File: src/rtl/lpc_reg_pkg.sv
// Shared types and helpers for the LPC register bank: lock FSM encoding,
// default key/lock constants and a byte selector for flat register images.
package lpc_reg_pkg;

    typedef enum logic [1:0] {
        LOCKED    = 2'd0,
        KEY1_WAIT = 2'd1,
        UNLOCKED  = 2'd2
    } lock_state_t;

    localparam logic [7:0] DEF_KEY0      = 8'h55;
    localparam logic [7:0] DEF_KEY1      = 8'hAA;
    localparam logic [7:0] DEF_LOCK_ADDR = 8'hFF;

    // Largest bank reg_slice can address; callers zero-extend to FLAT_W.
    localparam int MAX_REGS = 256;
    localparam int FLAT_W   = MAX_REGS * 8;

    function automatic logic [7:0] reg_slice(input logic [FLAT_W-1:0] flat,
                                             input logic [7:0] n);
        return flat[{n, 3'b000} +: 8];
    endfunction

endpackage

File: src/rtl/lpc_reg_lock.sv
// Key-sequence write-protect lock: KEY0 then KEY1 written to the lock address
// unlocks; any further lock write or an idle timeout relocks.
module lpc_reg_lock
    import lpc_reg_pkg::*;
#(
    parameter logic [7:0] KEY0           = DEF_KEY0,
    parameter logic [7:0] KEY1           = DEF_KEY1,
    parameter int         UNLOCK_TIMEOUT = 1024
) (
    input  logic       LpcClock,
    input  logic       PciReset,
    input  logic       Wr,
    input  logic       LockHit,
    input  logic [7:0] DataWrSW,
    output logic       Unlocked,
    output logic [1:0] StateCode
);

    localparam int CNT_W = (UNLOCK_TIMEOUT > 1) ? $clog2(UNLOCK_TIMEOUT) : 1;
    localparam logic [CNT_W-1:0] CNT_LAST =
        CNT_W'((UNLOCK_TIMEOUT > 0) ? UNLOCK_TIMEOUT - 1 : 0);

    lock_state_t      stateReg, stateNext;
    logic [CNT_W-1:0] cntReg, cntNext;
    logic             timeoutHit;

    assign timeoutHit = (UNLOCK_TIMEOUT != 0) && (cntReg == CNT_LAST);

    always_comb begin
        stateNext = stateReg;
        unique case (stateReg)
            LOCKED: begin
                if (Wr && LockHit && (DataWrSW == KEY0))
                    stateNext = KEY1_WAIT;
            end
            KEY1_WAIT: begin
                // Any write, wherever it lands, ends the key sequence.
                if (Wr)
                    stateNext = (LockHit && (DataWrSW == KEY1)) ? UNLOCKED : LOCKED;
            end
            UNLOCKED: begin
                if ((Wr && LockHit) || (!Wr && timeoutHit))
                    stateNext = LOCKED;
            end
            default: stateNext = LOCKED;
        endcase
    end

    always_comb begin
        cntNext = cntReg + 1'b1;
        if ((stateReg != UNLOCKED) || Wr || (UNLOCK_TIMEOUT == 0))
            cntNext = '0;
    end

    always_ff @(posedge LpcClock) begin
        if (!PciReset) begin
            stateReg <= LOCKED;
            cntReg   <= '0;
        end else begin
            stateReg <= stateNext;
            cntReg   <= cntNext;
        end
    end

    assign Unlocked  = (stateReg == UNLOCKED);
    assign StateCode = stateReg;

endmodule

File: src/rtl/lpc_reg_bank.sv
// Parametrised LPC register bank with per-bit access types, key lock,
// registered reads, aggregated interrupt and write-error pulse.
module lpc_reg_bank
    import lpc_reg_pkg::*;
#(
    parameter int                    NUM_REGS       = 32,
    parameter int                    ADDR_W         = 8,
    parameter logic [NUM_REGS*8-1:0] RESET_VAL      = '0,
    parameter logic [NUM_REGS*8-1:0] WR_MASK        = '1,
    parameter logic [NUM_REGS*8-1:0] HW_MASK        = '0,
    parameter logic [NUM_REGS*8-1:0] W1C_MASK       = '0,
    parameter logic [NUM_REGS*8-1:0] RC_MASK        = '0,
    parameter logic [NUM_REGS*8-1:0] IRQ_MASK       = '0,
    parameter logic [NUM_REGS-1:0]   PROT_REGS      = '0,
    parameter logic [ADDR_W-1:0]     LOCK_ADDR      = ADDR_W'(DEF_LOCK_ADDR),
    parameter logic [7:0]            KEY0           = DEF_KEY0,
    parameter logic [7:0]            KEY1           = DEF_KEY1,
    parameter int                    UNLOCK_TIMEOUT = 1024
) (
    input  logic                  LpcClock,
    input  logic                  PciReset,
    input  logic [ADDR_W-1:0]     Addr,
    input  logic                  Wr,
    input  logic                  Rd,
    input  logic [7:0]            DataWrSW,
    input  logic [NUM_REGS*8-1:0] HwVal,
    input  logic [NUM_REGS*8-1:0] HwEvent,
    output logic [NUM_REGS*8-1:0] RegOut,
    output logic [7:0]            DataRd,
    output logic                  RdValid,
    output logic                  Irq,
    output logic                  Unlocked,
    output logic                  WrErr
);

    logic [NUM_REGS*8-1:0] regFlatReg, regFlatNext;
    logic [NUM_REGS-1:0]   wrHit, rdHit;
    logic [7:0]            dataRdReg, readByte;
    logic                  rdValidReg, irqReg, wrErrReg;
    logic                  inRange, lockHit, wrReject;
    logic [1:0]            stateCode;

    assign inRange = ({1'b0, Addr} < (ADDR_W + 1)'(NUM_REGS));
    assign lockHit = (Addr == LOCK_ADDR);

    lpc_reg_lock #(
        .KEY0           (KEY0),
        .KEY1           (KEY1),
        .UNLOCK_TIMEOUT (UNLOCK_TIMEOUT)
    ) uLock (
        .LpcClock  (LpcClock),
        .PciReset  (PciReset),
        .Wr        (Wr),
        .LockHit   (lockHit),
        .DataWrSW  (DataWrSW),
        .Unlocked  (Unlocked),
        .StateCode (stateCode)
    );

    genvar gi;
    generate
        for (gi = 0; gi < NUM_REGS; gi++) begin : gRegs
            // Masks are made disjoint so the per-bit precedence is fixed at elaboration.
            localparam logic [7:0] HWM    = HW_MASK[8*gi +: 8];
            localparam logic [7:0] W1CM   = W1C_MASK[8*gi +: 8] & ~HWM;
            localparam logic [7:0] RCM    = RC_MASK[8*gi +: 8] & ~HWM & ~W1CM;
            localparam logic [7:0] WRM    = WR_MASK[8*gi +: 8] & ~HWM & ~W1CM & ~RCM;
            localparam logic [7:0] CONSTM = ~(HWM | W1CM | RCM | WRM);
            localparam logic [7:0] RSTV   = RESET_VAL[8*gi +: 8];

            logic [7:0] cur, evt;
            logic       wrLoad;

            assign cur       = regFlatReg[8*gi +: 8];
            assign evt       = HwEvent[8*gi +: 8];
            assign wrHit[gi] = Wr && (Addr == ADDR_W'(gi));
            assign rdHit[gi] = Rd && (Addr == ADDR_W'(gi));
            assign wrLoad    = wrHit[gi] && (!PROT_REGS[gi] || Unlocked);

            assign regFlatNext[8*gi +: 8] =
                  (HWM    & HwVal[8*gi +: 8])
                | (W1CM   & ((cur & ~({8{wrHit[gi]}} & DataWrSW)) | evt))
                | (RCM    & ((cur & ~{8{rdHit[gi]}}) | evt))
                | (WRM    & (wrLoad ? DataWrSW : cur))
                | (CONSTM & RSTV);
        end
    endgenerate

    assign wrReject = ((|(wrHit & PROT_REGS)) && !Unlocked)
                    || (Wr && !inRange && !lockHit);

    always_comb begin
        readByte = 8'hFF;
        if (inRange)
            readByte = reg_slice(FLAT_W'(regFlatReg), 8'(Addr));
        else if (lockHit)
            readByte = {6'b0, stateCode};
    end

    always_ff @(posedge LpcClock) begin
        if (!PciReset) begin
            regFlatReg <= RESET_VAL;
            dataRdReg  <= 8'h00;
            rdValidReg <= 1'b0;
            wrErrReg   <= 1'b0;
            irqReg     <= 1'b0;
        end else begin
            regFlatReg <= regFlatNext;
            rdValidReg <= Rd;
            wrErrReg   <= wrReject;
            irqReg     <= |(regFlatReg & IRQ_MASK);
            if (Rd)
                dataRdReg <= readByte;
        end
    end

    assign RegOut  = regFlatReg;
    assign DataRd  = dataRdReg;
    assign RdValid = rdValidReg;
    assign Irq     = irqReg;
    assign WrErr   = wrErrReg;

endmodule

File: config.mk
export PLATFORM = sky130hd
export DESIGN_NAME = lpc_reg_bank
export DESIGN_NICKNAME = d
export VERILOG_FILES = /design/src/rtl/lpc_reg_pkg.sv /design/src/rtl/lpc_reg_lock.sv /design/src/rtl/lpc_reg_bank.sv
export SDC_FILE = /design/constraint.sdc
export NUM_CORES = 1
export LEC_CHECK = 0
export CORE_AREA = 5 5 306 308
export DETAILED_ROUTE_END_ITERATION = 7
export DIE_AREA = 0 0 311 313
export PLACE_DENSITY = 0.38
export REMOVE_ABC_BUFFERS = 1
export SYNTH_ARGS = -nofsm -noshare
export SYNTH_HDL_FRONTEND = slang
export SYNTH_HIERARCHICAL = 1
export SYNTH_SLANG_ARGS = --single-unit
File: constraint.sdc
create_clock -name LpcClock -period 3.32 [get_ports LpcClock]
set_input_delay 0.996 -clock LpcClock [delete_from_list [all_inputs] [get_ports LpcClock]]
set_output_delay 0.996 -clock LpcClock [all_outputs]
set_load 0.005 [all_outputs]
# ---- After elaboration in Yosys (flattened, before gate mapping)
# Index checks and enable logic that the tools add are counted.
dict set report word_totals {
  regBits 278
  in_bits 532
  output_inout_bits 268
  word_cells 136
}
dict set report classes {
  addsub 1
  n_lt_le_gt_ge 1
  eq_ne 41
  shifts 1
  n_mux 7
  n_bitwise 1
  n_reduce_logical 47
}
# operator n
set op_table {}
lappend op_table {{variable part select 2048 x 12 -> 8 bit} 1}
lappend op_table {{== test 8 x 5 -> 1 bit, second input constant} 16}
lappend op_table {{== test 8 x 4 -> 1 bit, second input constant} 8}
lappend op_table {{logical AND 1 bit} 38}
lappend op_table {{== test 8 x 3 -> 1 bit, second input constant} 4}
lappend op_table {{== test 8 x 2 -> 1 bit, second input constant} 2}
lappend op_table {{== test 8 bit, second input constant} 2}
lappend op_table {{2-to-1 mux 8 bit} 2}
lappend op_table {{adder 10 x 1 -> 10 bit, second input constant} 1}
lappend op_table {{== test 10 bit, second input constant} 1}
lappend op_table {{== test 8 x 1 -> 1 bit, second input constant} 1}
lappend op_table {{== test 8 x 7 -> 1 bit, second input constant} 1}
lappend op_table {{logical NOT 8 bit} 1}
lappend op_table {{less-than comparator 8 x 6 -> 1 bit, second input constant} 1}
lappend op_table {{2-to-1 mux 2 bit} 4}
lappend op_table {{one-hot mux 2 bit (3 select lines)} 1}
lappend op_table {{inequality test 2 x 1 -> 1 bit, second input constant} 2}
lappend op_table {{inequality test 2 bit, second input constant} 2}
lappend op_table {{logical NOT 1 bit} 3}
lappend op_table {{AND reduction 3 bit} 1}
lappend op_table {{== test 2 x 1 -> 1 bit, second input constant} 1}
lappend op_table {{== test 2 bit, second input constant} 1}
lappend op_table {{logical NOT 2 bit} 1}
lappend op_table {{logical OR 1 bit} 2}
lappend op_table {{other kinds (2)} 2}

# ---- Depth between registers and ports, before layout
dict set report logic_depth {
  depth_word 5
  ltp_mapped 8
  mapped_depth_nobuf 6
}

# ---- By module
# Netlist, hierarchy kept.
# module n_inst cells_each area_each_um2 seq_area_each_um2
set modules_own_cells {}
lappend modules_own_cells {lpc_reg_bank 1 1311 12659.6 5325.1}
lappend modules_own_cells {lpc_reg_lock 1 65 558.0 240.2}

# ---- Worst setup path after synthesis
# No wires, ideal clock.
dict set report synth_path {
  kind {input port to flip-flop}
  start {input port Addr[1]}
  end {register dataRdReg[0], in the netlist DataRd[0]}
  setup_time_ns 0.117
  arrival_ns 2.525
  t_required_ns 3.203
  slack_ns 0.677
  stages 7
  path_buffers 3
  cell_sequence {buf_2 buf_2 buf_2 mux4_2 a22oi_1 nand4_1 a32o_1}
}
dict set report synth_between {
  elab_chain_len 3
  word_cells_on_any_way 5
  classes_between {order compare (1); eq/ne (1); shift (1); mux (2)}
}
# element line_no
set synth_rtl {}
lappend synth_rtl {{from (decl)} lpc_reg_bank.sv:22} ;# input logic [ADDR_W-1:0] Addr,
lappend synth_rtl {{parallel branches: the longest is 2 deep, another holds variable part select 2048 x 12 -> 8 bit} -}
lappend synth_rtl {{2-to-1 mux 8 bit (*)} lpc_reg_bank.sv:94} ;# if (inRange)
lappend synth_rtl {{to (signal assigned)} lpc_reg_bank.sv:113} ;# dataRdReg <= readByte;
lappend synth_rtl {{to (decl)} lpc_reg_bank.sv:38} ;# logic [7:0] dataRdReg, readByte;
# Mark *: on every way between the ends.
# A chain may end at the register's enable or synchronous reset.

# ---- Worst setup path after layout
dict set report layout_path {
  start {register uLock.stateReg[1], in the netlist uLock/StateCode[1]}
  end {output port Unlocked}
}
dict set report layout_between {
  elab_chain_len 1
}
# element line_no
set layout_rtl {}
lappend layout_rtl {{from (decl)} lpc_reg_lock.sv:23} ;# lock_state_t stateReg, stateNext;
lappend layout_rtl {{from (signal assigned)} lpc_reg_lock.sv:60} ;# stateReg <= stateNext;
lappend layout_rtl {{== test 2 bit} lpc_reg_lock.sv:65} ;# assign Unlocked = (stateReg == UNLOCKED);
lappend layout_rtl {{to (decl)} lpc_reg_bank.sv:32} ;# output logic Unlocked,
# No other way between the ends.

==> qor.csv <==
stage,metric,value,unit
outcome,status,"finished, final reports clean",
sta,"Hold Vio Cnt, Final",0,
worst_hold_path,Min-Delay Path Class,flop to flop,
layout,FF+latch area,0.00557,sq mm
routing,Via density,4.04,
run,Max Cap Violations,0,
routing,Antenna Nets Post-Route,0,
sta,min cycle time layout,3.18,ns
cts,worst skew pair latency,0.57,ns
yosys,"top cells by area, synth","dfxtp_1 (42%), mux2i_1 (16%), nor2b_1 (7.3%), a21boi_0 (6.4%), nand3_1 (4.1%)",
sta,FMAX,0.314,GHz
floorplanning,Vert. Die Dim,313,um
yosys,synth warn,6,
layout,"commonest non-fill, non-tap cells in the layout","dfxtp_1 (278), clkdlybuf4s50_1 (278), mux2i_1 (207)",
worst_setup_path,Worst Path Required,2.32,ns
grt,largest net degree at the start of global routing,137,
layout,Multi-input gate area,0.00716,sq mm
layout,final core occ,21.3,%
yosys,cell type with the highest aggregate area in the netlist,dfxtp_1,
sta,Worst-Margin Slew,0.674,ns
grt,initial antenna violation count,8,
pwr,power per cell area,421,mW/mm^2
grt,first-pass GRT wire length,96200,um
layout,layout cells sized above 1,14.7,%
yosys,"EDFF count, synth",0,
cts,H-Tree Depth,2,
floorplanning,FP Rows,111,
cts,Inserted Clock Buffers,38,
cts,CTS tree,yes,
worst_setup_path,crit path DAT,2.19,ns
pwr,peak supply drop,0.306,mV
sta,RSZ-0062 raised after global routing,false,
routing,via total after detailed routing,11700,
pwr,share of power burned in registers,41.4,%
pwr,Combinational Power Share,7.8,%
worst_setup_path,slowest cell delay on critical path,0.72,ns
pwr,Static Leak,6.41,nW
place,gpl congestion,0.839,
cts,clk sinks,278,
cts,maximum buffer depth of the clock tree,3,
yosys,Synth top area share,42.1,%
yosys,Netlist Area Pre-Place,0.0132,sq mm
worst_setup_path,kind of end point of the critical path,output port,
worst_setup_path,Startpoint Class,flop,
cts,clock root buffer,clkbuf_16,
pwr,Power Total,8.12,mW
sta,Final period util,95.9,%
sta,Max-Slew Margin vs Limit,55.1,%
layout,area delta synth->final,46.1,%
worst_setup_path,crit-path cells,nor2b_1 > clkdlybuf4s50_1,
place,post-detail-place hpwl,52700,um
place,port bufs,286,
floorplanning,die area,0.0973,sq mm
yosys,synthesized flop and latch total,278,
yosys,"Async S/R FF share, synth",0,%
layout,Fillers,9961,
floorplanning,die width,311,um
pwr,power share of the clock group,50.8,%
sta,clock skew,0.0297,ns
yosys,Cell variety after synth,52,
worst_setup_path,CP top delay family,buffers and inverters,
grt,vias in the first global route,11800,
pwr,switching part of the total power,25.8,%
cts,clk slew on worst S/H paths,0.06,ns
cts,# Post-CTS Setup Buffers,0,
worst_setup_path,crit path max-delay cell type,clkdlybuf4s50_1,
worst_setup_path,"Max FO, Critical Path",5,
routing,1st-iter DRT viols,874,
cts,CTS-repair resized insts,0,
worst_setup_path,WS Path Type,flop to output port,
floorplanning,io pins,800,
sta,Final Max Slew Viols,0,
yosys,Syn Inst Count,1376,
sta,setup violators final,0,
layout,Final #Nets,2221,
yosys,register area share after synthesis,42.1,%
yosys,Main synth FF type,dfxtp_1,
yosys,Syn Area/Cell,9.61,sq um
floorplanning,Initial Utilization,14.6,%
floorplanning,core area,0.0908,sq mm
worst_setup_path,buffers and inverters on the worst path,1,
routing,drt drc,0,
grt,"Remaining Overflow, GRT",0,
routing,1st-pass router iterations,5,
routing,final WL,69200,um
grt,GRT Resource Usage Total,13.6,%
routing,routed len/inst,23.8,um
pwr,P_sw,2.09,mW
cts,hold_buf cts,0,
pwr,Int Pwr,6.03,mW
## synthesized netlist by cell type, types with 4 or more instances
library cell	n
and3_1	4
nand2b_1	5
nand2_1	134
nor3_1	10
a22oi_1	14
a22o_1	18
dfxtp_1	278
nor3_4	7
buf_2	33
a21oi_1	9
xnor2_1	4
o21ai_0	43
clkbuf_1	71
a21o_1	6
inv_1	7
o22ai_1	19
mux4_2	16
mux2i_1	207
mux2_2	36
buf_1	9
nor2_2	8
a21boi_0	112
nor2_1	16
nand3_1	107
nand4_1	6
a31oi_1	6
nor2b_1	154
## power groups by stage
stage | Sequential, mW | Combinational, mW | Clock (mW)
after floorplan | 3.43 | 0.188 | 0
after global placement | 3.43 | 0.643 | 0
after detailed placement | 3.43 | 0.643 | 0
after CTS | 3.36 | 0.645 | 4.26
after global routing | 3.36 | 0.670 | 4.40
final | 3.36 | 0.637 | 4.12
## registers in the layout, indices dropped and copies added, names as in the netlist
name / count
WrErr: 1
RdValid: 1
uLock/cntReg: 10
uLock/StateCode: 2
RegOut: 256
DataRd: 8
## routing by layer
| metal | wire length [um] | vias to the layer above | GRT usage [%] |
|---|---|---|---|
| met4 | 2080 | 0 | 4.17 |
| met1 | 28500 | 5804 | 16.3 |
| met2 | 31800 | 371 | 22.0 |
| met5 | 0 | - | 0 |
| met3 | 6900 | 65 | 6.02 |
| li1 | - | 5499 | - |
## area by class of cell
cell class	count	share of cell area [%]
Antenna cell	2	0.0259
Clock buffer	58	5.83
Clock inverter	12	0.713
Inverter	7	0.136
Multi-Input combinational cell	976	37.1
Sequential cell	278	28.8
Tap cell	1186	7.69
Timing Repair Buffer	387	19.7
## cell families (layout without fill, tap and decap cells)
family | after synthesis | after routing | synth area share [%]
simple gates | 477 | 477 | 19.9
flops | 278 | 278 | 42.1
mux | 259 | 259 | 21.5
compound gates | 232 | 232 | 12.2
buf+inv | 122 | 464 | 3.83
xor+xnor | 6 | 6 | 0.398
fa+ha+maj | 1 | 1 | 0.0946
other cells | 1 | 3 | 0.0284
## worst paths after layout
kind	start	endpoint	slack, ns	cells past startpoint
max	uLock/StateCode[1]	Unlocked	0.14	2
min	uLock/cntReg[0]	uLock/cntReg[0]	0.46	1
max reg2reg	RegOut[88]	DataRd[0]	1.58	4
min reg2reg	uLock/cntReg[0]	uLock/cntReg[0]	0.46	1
## through the flow
stage / TNS (ns) / setup slack [ns] / cells / hold WS, ns / area [sq um]
2_1_floorplan: 0 / 0.176 / 1261 / 0.430 / 12700
5_1_grt: 0 / 0.0635 / 2904 / 0.503 / 19300
3_3_place_gp: 0 / 0.0258 / 2834 / 0.447 / 18000
3_5_place_dp: -0.000818 / -0.000818 / 2834 / 0.445 / 18000
4_1_cts: 0 / 0.111 / 2904 / 0.457 / 19300
6_report: 0 / 0.138 / 2906 / 0.458 / 19300
No activity file was read; power rests on OpenSTA's default activity.
